[src/rtl/ram_port_arbiter_pkg.sv]
// rtl/ram_port_arbiter_pkg.sv - shared types and constants for the RAM port arbiter
package ode_mem_pkg;

    // Arbitration state: free round-robin or held by a single owner
    typedef enum logic {
        UNLOCKED = 1'b0,
        LOCKED   = 1'b1
    } arb_state_t;

    localparam int DEFAULT_NUM_REQ  = 3;
    localparam int DEFAULT_MAX_LOCK = 64;

    // Requester slots on the shared RAM
    localparam int REQ_INTERP = 0;
    localparam int REQ_SOLVER = 1;
    localparam int REQ_HOST   = 2;

endpackage

[src/rtl/ram_port_arbiter_if.sv]
// rtl/ram_port_arbiter_if.sv - requester-side bus of the RAM port arbiter
interface ram_port_arbiter_if
    import ode_mem_pkg::*;
#(
    parameter int NUM_REQ       = DEFAULT_NUM_REQ,
    parameter int WORD_SIZE     = 16,
    parameter int ADDRESS_WIDTH = 16
);
    logic [NUM_REQ-1:0]               req;
    logic [NUM_REQ-1:0]               req_we;
    logic [NUM_REQ-1:0]               req_lock;
    logic [NUM_REQ*ADDRESS_WIDTH-1:0] req_addr;
    logic [NUM_REQ*WORD_SIZE-1:0]     req_wdata;
    logic [NUM_REQ-1:0]               gnt;
    logic [NUM_REQ-1:0]               rvalid;
    logic [WORD_SIZE-1:0]             rdata;
    logic                             lock_timeout;

    // Requesters drive the command fields and watch grant / read return
    modport master (
        output req, req_we, req_lock, req_addr, req_wdata,
        input  gnt, rvalid, rdata, lock_timeout
    );

    // The arbiter consumes the command fields and produces grant / read return
    modport slave (
        input  req, req_we, req_lock, req_addr, req_wdata,
        output gnt, rvalid, rdata, lock_timeout
    );
endinterface

[src/rtl/ram_port_arbiter_rr_pick.sv]
// rtl/ram_port_arbiter_rr_pick.sv - combinational round-robin priority picker
module rr_pick
    import ode_mem_pkg::*;
#(
    parameter int NUM_REQ = DEFAULT_NUM_REQ,
    parameter int PTR_W   = $clog2(NUM_REQ)
) (
    input  logic [NUM_REQ-1:0] req,
    input  logic [PTR_W-1:0]   ptr,
    output logic [NUM_REQ-1:0] gnt,
    output logic [PTR_W-1:0]   idx
);

    // Lowest request at or above ptr wins; otherwise lowest request below ptr.
    // Later assignments override earlier ones, so the low group is scanned first.
    always_comb begin
        gnt = '0;
        idx = '0;
        for (int i = NUM_REQ - 1; i >= 0; i--) begin
            if (req[i] && (PTR_W'(i) < ptr)) begin
                gnt    = '0;
                gnt[i] = 1'b1;
                idx    = PTR_W'(i);
            end
        end
        for (int i = NUM_REQ - 1; i >= 0; i--) begin
            if (req[i] && (PTR_W'(i) >= ptr)) begin
                gnt    = '0;
                gnt[i] = 1'b1;
                idx    = PTR_W'(i);
            end
        end
    end

endmodule

[src/rtl/ram_port_arbiter.sv]
// rtl/ram_port_arbiter.sv - round-robin arbiter with burst lock for the shared RAM
module ram_port_arbiter
    import ode_mem_pkg::*;
#(
    parameter int WORD_SIZE     = 16,
    parameter int ADDRESS_WIDTH = 16,
    parameter int NUM_REQ       = DEFAULT_NUM_REQ,
    parameter int MAX_LOCK      = DEFAULT_MAX_LOCK
) (
    input  logic                     clk,
    input  logic                     rst,
    ram_port_arbiter_if.slave        bus,
    output logic                     mem_write,
    output logic [ADDRESS_WIDTH-1:0] ram_add2,
    output logic [ADDRESS_WIDTH-1:0] ram_add1,
    output logic [WORD_SIZE-1:0]     ram_wdata,
    input  logic [WORD_SIZE-1:0]     ram_data1
);

    localparam int PTR_W = $clog2(NUM_REQ);
    localparam int CNT_W = $clog2(MAX_LOCK);

    arb_state_t         state;
    logic [PTR_W-1:0]   ptr;
    logic [PTR_W-1:0]   owner;
    logic [CNT_W-1:0]   lock_cnt;
    logic [NUM_REQ-1:0] rd_pend;
    logic [NUM_REQ-1:0] rvalid_q;
    logic [WORD_SIZE-1:0] rdata_q;

    logic [NUM_REQ-1:0] pick_gnt;
    logic [PTR_W-1:0]   pick_idx;
    logic [NUM_REQ-1:0] gnt_c;
    logic [PTR_W-1:0]   win_idx;
    logic               xfer;
    logic               timeout;
    logic               sel_we;
    logic               sel_lock;
    logic [ADDRESS_WIDTH-1:0] sel_addr;
    logic [WORD_SIZE-1:0]     sel_wdata;

    function automatic logic [PTR_W-1:0] wrap_inc(input logic [PTR_W-1:0] v);
        return (v == PTR_W'(NUM_REQ - 1)) ? '0 : v + 1'b1;
    endfunction

    rr_pick #(
        .NUM_REQ (NUM_REQ),
        .PTR_W   (PTR_W)
    ) u_pick (
        .req (bus.req),
        .ptr (ptr),
        .gnt (pick_gnt),
        .idx (pick_idx)
    );

    // Grant: owner only while locked, round-robin otherwise, nothing in reset
    always_comb begin
        gnt_c   = '0;
        win_idx = pick_idx;
        if (!rst) begin
            gnt_c = '0;
        end else if (state == LOCKED) begin
            gnt_c   = bus.req & (NUM_REQ'(1) << owner);
            win_idx = owner;
        end else begin
            gnt_c = pick_gnt;
        end
    end

    assign xfer      = |gnt_c;
    assign timeout   = (state == LOCKED) && (lock_cnt == CNT_W'(MAX_LOCK - 1));
    assign sel_we    = bus.req_we[win_idx];
    assign sel_lock  = bus.req_lock[win_idx];
    assign sel_addr  = bus.req_addr[win_idx*ADDRESS_WIDTH +: ADDRESS_WIDTH];
    assign sel_wdata = bus.req_wdata[win_idx*WORD_SIZE +: WORD_SIZE];

    assign bus.gnt          = gnt_c;
    assign bus.rvalid       = rvalid_q;
    assign bus.rdata        = rdata_q;
    assign bus.lock_timeout = timeout;

    // Arbitration FSM, RAM command stage and two-stage read return
    always_ff @(posedge clk or negedge rst) begin
        if (!rst) begin
            state     <= UNLOCKED;
            ptr       <= '0;
            owner     <= '0;
            lock_cnt  <= '0;
            mem_write <= 1'b0;
            ram_add1  <= '0;
            ram_add2  <= '0;
            ram_wdata <= '0;
            rd_pend   <= '0;
            rvalid_q  <= '0;
            rdata_q   <= '0;
        end else begin
            mem_write <= 1'b0;
            rd_pend   <= '0;
            if (xfer) begin
                mem_write <= sel_we;
                ram_add1  <= sel_addr;
                ram_add2  <= sel_addr;
                ram_wdata <= sel_wdata;
                if (!sel_we) begin
                    rd_pend <= gnt_c;
                end
            end

            // RAM read data is valid during the cycle after the command stage
            rvalid_q <= rd_pend;
            if (|rd_pend) begin
                rdata_q <= ram_data1;
            end

            case (state)
                UNLOCKED: begin
                    if (xfer) begin
                        ptr <= wrap_inc(win_idx);
                        if (sel_lock) begin
                            state    <= LOCKED;
                            owner    <= win_idx;
                            lock_cnt <= '0;
                        end
                    end
                end
                LOCKED: begin
                    // An owner transfer in the final cycle completes, the timeout still fires
                    if (timeout || (xfer && !sel_lock)) begin
                        state    <= UNLOCKED;
                        ptr      <= wrap_inc(owner);
                        lock_cnt <= '0;
                    end else begin
                        lock_cnt <= lock_cnt + 1'b1;
                    end
                end
                default: begin
                    state <= UNLOCKED;
                end
            endcase
        end
    end

endmodule

[src/flat_wrapper.sv]
// flat-port wrapper written by rule: the top's interface ports become plain ports
module ram_port_arbiter_flat import ode_mem_pkg::*;
#(
    parameter int WORD_SIZE     = 16,
    parameter int ADDRESS_WIDTH = 16,
    parameter int NUM_REQ       = DEFAULT_NUM_REQ,
    parameter int MAX_LOCK      = DEFAULT_MAX_LOCK
)
  (clk, rst, mem_write, ram_add2, ram_add1, ram_wdata, ram_data1, bus_req, bus_req_we, bus_req_lock, bus_req_addr, bus_req_wdata, bus_gnt, bus_rvalid, bus_rdata, bus_lock_timeout);
  ram_port_arbiter_if #(.NUM_REQ(NUM_REQ), .WORD_SIZE(WORD_SIZE), .ADDRESS_WIDTH(ADDRESS_WIDTH)) bus_i ();
  input  logic clk;
  input  logic rst;
  output logic mem_write;
  output logic [ADDRESS_WIDTH-1:0] ram_add2;
  output logic [ADDRESS_WIDTH-1:0] ram_add1;
  output logic [WORD_SIZE-1:0] ram_wdata;
  input  logic [WORD_SIZE-1:0] ram_data1;
  input wire logic [$bits(bus_i.req)-1:0] bus_req;
  input wire logic [$bits(bus_i.req_we)-1:0] bus_req_we;
  input wire logic [$bits(bus_i.req_lock)-1:0] bus_req_lock;
  input wire logic [$bits(bus_i.req_addr)-1:0] bus_req_addr;
  input wire logic [$bits(bus_i.req_wdata)-1:0] bus_req_wdata;
  output wire logic [$bits(bus_i.gnt)-1:0] bus_gnt;
  output wire logic [$bits(bus_i.rvalid)-1:0] bus_rvalid;
  output wire logic [$bits(bus_i.rdata)-1:0] bus_rdata;
  output wire logic [$bits(bus_i.lock_timeout)-1:0] bus_lock_timeout;
  assign bus_i.req = bus_req;
  assign bus_i.req_we = bus_req_we;
  assign bus_i.req_lock = bus_req_lock;
  assign bus_i.req_addr = bus_req_addr;
  assign bus_i.req_wdata = bus_req_wdata;
  assign bus_gnt = bus_i.gnt;
  assign bus_rvalid = bus_i.rvalid;
  assign bus_rdata = bus_i.rdata;
  assign bus_lock_timeout = bus_i.lock_timeout;
  ram_port_arbiter #(.WORD_SIZE(WORD_SIZE), .ADDRESS_WIDTH(ADDRESS_WIDTH), .NUM_REQ(NUM_REQ), .MAX_LOCK(MAX_LOCK)) u_core (.clk(clk), .rst(rst), .bus(bus_i), .mem_write(mem_write), .ram_add2(ram_add2), .ram_add1(ram_add1), .ram_wdata(ram_wdata), .ram_data1(ram_data1));
endmodule
[config.mk]
export PLATFORM = sky130hd
export DESIGN_NAME = ram_port_arbiter_flat
export DESIGN_NICKNAME = d
export VERILOG_FILES = /design/src/rtl/ram_port_arbiter_pkg.sv /design/src/rtl/ram_port_arbiter_if.sv /design/src/rtl/ram_port_arbiter_rr_pick.sv /design/src/rtl/ram_port_arbiter.sv /design/src/flat_wrapper.sv
export SDC_FILE = /design/constraint.sdc
export NUM_CORES = 1
export LEC_CHECK = 0
export ABC_AREA = 1
export BUFFER_PORTS_ARGS = -buffer_cell sky130_fd_sc_hd__buf_4
export CELL_PAD_IN_SITES_DETAIL_PLACEMENT = 1
export CELL_PAD_IN_SITES_GLOBAL_PLACEMENT = 1
export CORE_UTILIZATION = 25
export DETAILED_ROUTE_END_ITERATION = 16
export PLACE_DENSITY = 0.73
export SETUP_SLACK_MARGIN = 0.5
export SYNTH_ARGS = -nofsm -noshare
export SYNTH_HDL_FRONTEND = slang
export SYNTH_SLANG_ARGS = --single-unit
[constraint.sdc]
create_clock -name clk -period 1.5 [get_ports clk]
set_input_delay 0.075 -clock clk [delete_from_list [all_inputs] [get_ports clk]]
set_output_delay 0.075 -clock clk [all_outputs]
set_load 0.01 [all_outputs]
[After elaboration in Yosys (flattened, before gate mapping)]
Index checks and enable logic that the tools add are counted.
Widths: inputs -> output; s select.
Storage, ports and cells
  output and inout port bits: 72
  word-level logic and storage cells: 82
  register bits after elaboration: 66
Operators by class
  muxes and demuxes: 36
  reduce and logical (&&, ||, !) cells: 15
  shift-type cells: 3
  add/subtract/negate cells: 3
  bitwise gates (word level): 2
  equality and inequality tests: 6
  magnitude comparators: 7
Operators with widths (number)
  $shiftx 48x7->16: 2
  $mux 3: 10
  $mux 2: 12
  $mux 6: 3
  $pmux 6 s2: 1
  $logic_and 1x1->1: 8
  $add 6x1->6 const B: 1
  $eq 6x6->1 const B: 1
  $mux 1: 6
  $reduce_or 3->1: 2
  $add 2x1->2 const B: 2
  $bmux 1 s2: 2
  $eq 2x2->1 const B: 2
  $ge 1x2->1 const A: 2
  $lt 1x2->1 const A: 2
  $ne 2x1->1 const B: 2
  $pmux 2 s2: 1
  $reduce_and 2->1: 2
  $and 3x3->3: 1
  $lt 2x3->1 const B: 1
  $reduce_and 3->1: 1
  $shl 1x2->3 const A: 1
  $ge 2x2->1 const A: 1
  $lt 2x2->1 const A: 1
  5 further kinds: 5

[Logic depth before layout (Yosys ltp)]
  word-level depth: 17
  gate-level depth with buffers: 14
  depth with buffers taken out: 14

[Cells and area by module]
Synthesis repeated with hierarchy kept, for this count alone.
Unflattened totals
  cell total of the unflattened synthesis: 411
  area, all modules: 3582.2 µm²
By module, submodules not included
  ram_port_arbiter: area an instance 3480.8 µm², times used 1, cells an instance 391
  rr_pick: area an instance 101.3 µm², times used 1, cells an instance 20

[Least setup slack after synthesis]
Ideal clock, no wire load.
  path type: flip-flop to flip-flop
  start point: register u_core.state
  end point: register u_core.ram_add2[10]
  arrival time: 1.483 ns
  cell stages (with the launch flop): 13
  setup time: 0.116 ns
  path slack: -0.099 ns
  path buffers: 2
  clock period less this slack: 1.599 ns
  cell sequence: dfrtp_1 -> buf_6 -> nor2_2 -> nand2_1 -> nor2_1 -> nor2_2 -> nor2_4 -> nor2_4 -> nand2_8 -> inv_4 -> buf_2 -> nand2_1 -> nand2_1
On the way
  cells in the longest elaborated chain, start to end: 3
  elaborated cells between the ends (all ways): 6
RTL lines
  start: declaration: line ram_port_arbiter.sv:23  | arb_state_t state;
  start signal: assignment: line ram_port_arbiter.sv:85  | state <= UNLOCKED;
  start signal: assignment: line ram_port_arbiter.sv:120  | state <= LOCKED;
  start signal: assignment: line ram_port_arbiter.sv:129  | state <= UNLOCKED;
  $mux 3: line ram_port_arbiter.sv:62  | end else if (state == LOCKED) begin
  $mux 3: line ram_port_arbiter.sv:60  | if (!rst) begin
  net bus_gnt[0]: line flat_wrapper.sv:23  | output wire logic [$bits(bus_i.gnt)-1:0] bus_gnt;
  $reduce_or 3->1: line ram_port_arbiter.sv:70  | assign xfer = |gnt_c;
  end signal: assignment: line ram_port_arbiter.sv:102  | ram_add2 <= sel_addr;
  end: declaration: line ram_port_arbiter.sv:14  | output logic [ADDRESS_WIDTH-1:0] ram_add2,
The timed path passes the listed nets, and every way through them passes these cells.
A chain may end at the register's enable or synchronous reset.

[Worst setup path in the final report]
  start point: register u_core.ptr[0]
  end point: register u_core.ptr[0]
On the way
  cells in the longest elaborated chain, start to end: 17
  elaborated cells between the ends (all ways): 42
RTL lines
  start: declaration: line ram_port_arbiter.sv:24  | logic [PTR_W-1:0] ptr;
  start signal: assignment: line ram_port_arbiter.sv:118  | ptr <= wrap_inc(win_idx);
  start signal: assignment: line ram_port_arbiter.sv:130  | ptr <= wrap_inc(owner);
  $lt 2x2->1: line ram_port_arbiter_rr_pick.sv:20  | if (req[i] && (PTR_W'(i) < ptr)) begin
  $logic_and 1x1->1: line ram_port_arbiter_rr_pick.sv:20
  $mux 2 (3 in series): line ram_port_arbiter_rr_pick.sv:20
  $mux 2 (3 in series): line ram_port_arbiter_rr_pick.sv:27  | if (req[i] && (PTR_W'(i) >= ptr)) begin
  $mux 2: line ram_port_arbiter.sv:62
  $mux 2: line ram_port_arbiter.sv:60
  $bmux 1 s2: line ram_port_arbiter.sv:73  | assign sel_lock = bus.req_lock[win_idx];
  $mux 1 (not written as such): line ram_port_arbiter.sv:73
  $logic_not 1->1: line ram_port_arbiter.sv:128  | if (timeout || (xfer && !sel_lock)) begin
  $logic_and 1x1->1: line ram_port_arbiter.sv:128
  $logic_or 1x1->1: line ram_port_arbiter.sv:128
  $ne 2x2->1 (no line)
  $reduce_and 2->1 (no line)
Several ways; a longest one is shown, not always the timed one. The select of a mux whose other input is x is not followed.

==> metrics.txt <==
status=complete, but fails checks; failing checks=negative hold slack, negative setup slack; clk_skew=0.007958 ns; Total Neg Setup Slack=-12.30 ns; initial DRC count=156; Peak Freq=550.2 MHz; synth-to-layout area growth=67.79%; Syn Nets=600; count of boundary I/O pins=195; Slowest-stage cell, CP=dfrtp_1; overall routed net length=15520 um; total design power=13980 uW; worst path required time=1.72 ns; CTS sink cnt=66; initial core utilization=0.2581; Clock Latency Late Sink=0.34 ns; Synth cell types=36; Peak supply drop=0.7656 mV; DP Wirelength=10790 um; Netlist Area Pre-Place=4129 um2; Final Cycle Share=1.212; Setup crit end kind=flop; drt first pass iters=4; relative slew slack=0.4743; port bufs=194; Post-synth EDFFs=0; num rows=46; Synth area leader=dfrtp_1; initial antenna violation count=0; Clock Path Buffers=2; Die W=130.5 um; CTS tree=built; Root Driver=clkbuf_16; CP peak stage delay=0.44 ns; ys async rst share=1.000; Antenna Cells=0; Setup WS post-layout=-0.3177 ns; first-pass GRT wire length=22970 um; CTS Buf Count=9; vias in the first global route=4421; crit-path cells=nor2_4 > nor2_1 > o21ai_2 > nand3_2 > nand2_4 > buf_4 > nand3_4 > nand3_4 > nand3_2 > nand2_1 > nand2_1; largest cells by area after synthesis=dfrtp_1 (40%), nand2_1 (16%), nand3_2 (7.5%); sequential share of the synthesized area=0.4000; Slew @ Worst Pin=0.7886 ns; Static Leak=0.003661 uW; critical path peak fanout=5; Post-Syn Area per Cell=8.674 um2; Reg clk slew, reported paths=0.06 ns; Final #Nets=851; top cell type's share of synthesized area=0.4000; synth cell count leaders=nand2_1 (180), dfrtp_1 (66), nand2_2 (43); RSZ-0062 raised after global routing=true; Pins Over Slew Limit=0; vias per inst=4.392; Ys Warns=0; Final Setup Violations=51; Total Routing Usage GR=0.1788; Hold WC Path Type=primary input to async pin; critical path arrival=2.04 ns; largest net degree at the start of global routing=59; drt wl/cell=16.37 um; Die Area=17030 um2; launch point of the worst reg-to-reg path=u_core.ptr[0]; worst reg2reg setup slack=-0.32 ns; post-layout minimum cycle time=1.818 ns; GPL Wtd Cong=0.8130; worst hold slack=-0.04192 ns; layout cells sized above 1=0.6038; most numerous cell in the Yosys netlist=nand2_1; # Max-Cap Violations=0; # DRC=0; top_reg_cell synth=dfrtp_1; Syn Inst Count=476; flops & latches, synth=66; crit path from=u_core.ptr[0]; Startpoint Class=flop; remaining global-route overflow=0; vias=4164; Power Density=2018 nW/um2; kind of critical path=flop to flop; Post-DRT Antenna Nets=0; core footprint=16000 um2; Die Ht=130.5 um; Final Hold Fails=32; H-tree depth=3
## per-layer routing
metal	wire length [um]	global-route usage	vias to the layer above
met3	928	0.04194	20
met5	0	0	-
met4	257	0.04530	0
met2	8322	0.3386	116
met1	6010	0.1994	2042
li1	-	-	1986
## cell type report
class                   instances  area [um2]
fillers                      1879        9072
inverters                      22       121.4
clock inverters                 7       77.57
well taps                     216       270.3
clock buffers                   9       225.2
multi-input cells             356        2354
flip-flops and latches         66        1655
repair buffers                272        2225
## power breakdown
group          total (uW)  internal [uW]  leakage, uW  switching, uW
combinational        8580           4030      0.00269           4550
sequential           3230           2580     0.000828            646
clock                2170           1300     0.000146            874
## cells in the final DEF, fill, tap and decap left out, types with 4 or more instances in the layout
master / count
nand2_1: 161
buf_6: 24
dfrtp_1: 63
nand4_1: 7
buf_4: 227
nor2_1: 10
nand3_2: 36
inv_2: 4
nand3_1: 16
mux2_4: 16
nor2_4: 7
nor2_2: 5
dlygate4sd3_1: 17
inv_8: 4
clkbuf_16: 9
buf_12: 4
inv_1: 11
nand3_4: 4
nand2_8: 6
nand2_4: 18
nand2_2: 57
## flip-flops by register name, summed over array words and instances, names as in the netlist
signal	cells
u_core.rd_pend	3
u_core.ram_add2	16
u_core.owner	2
u_core.bus.rvalid	3
u_core.state	1
u_core.lock_cnt	6
u_core.bus.rdata	16
u_core.ptr	2
u_core.mem_write	1
u_core.ram_wdata	16
## path summary, 6_finish.rpt
kind / cells past startpoint / end
setup / recovery: 11 / u_core.ptr[0]
min in group clk: 3 / u_core.mem_write
hold reg to reg: 0 / u_core.bus.rvalid[2]
max in group asynchronous: 3 / u_core.ptr[1]
setup reg to reg: 11 / u_core.ptr[0]
hold / removal: 2 / u_core.owner[0]
## critical path, delay by kind of cell, from the launching register on
family	cells	cell delay, ns
simple gates	9	0.97
compound gates	1	0.16
buf+inv	1	0.13
flops	1	0.44
## cells by family (layout without fill, tap and decap cells)
logic type / Yosys count / count (layout) / share of synthesized area
AND/OR/NAND/NOR: 328 / 331 / 0.4358
flip-flops: 66 / 66 / 0.4000
buffers and inverters: 57 / 310 / 0.1045
multiplexers: 16 / 16 / 0.04364
AO/OA/AOI/OAI: 8 / 8 / 0.01303
adder cells (fa/ha/maj): 1 / 1 / 0.003030
## repair_timing
action / CTS / global route
setup buffers: 23 / 12
gates cloned: 1 / 2
hold buffers: 17 / 0
hold endpoints to repair: 24 / 0
resized for setup: 49 / 40
endpoints found under the setup margin: 80 / 86
pin swaps: 7 / 6
## per-stage QoR
step	utilization	worst slack [ns]	hold slack, ns	cells	area (um2)
6_report	0.4330	-0.3177	-0.04192	948	6928
5_1_grt	0.4330	-0.4187	0.005929	948	6928
2_1_floorplan	-	-0.07833	-0.2206	476	4200
4_1_cts	0.4157	-0.3062	0.00003120	934	6651
3_5_place_dp	0.3629	-0.3763	0.05752	877	5807
3_3_place_gp	0.3629	-0.3350	0.05082	877	5807
(Power assumes the default switching activity.)
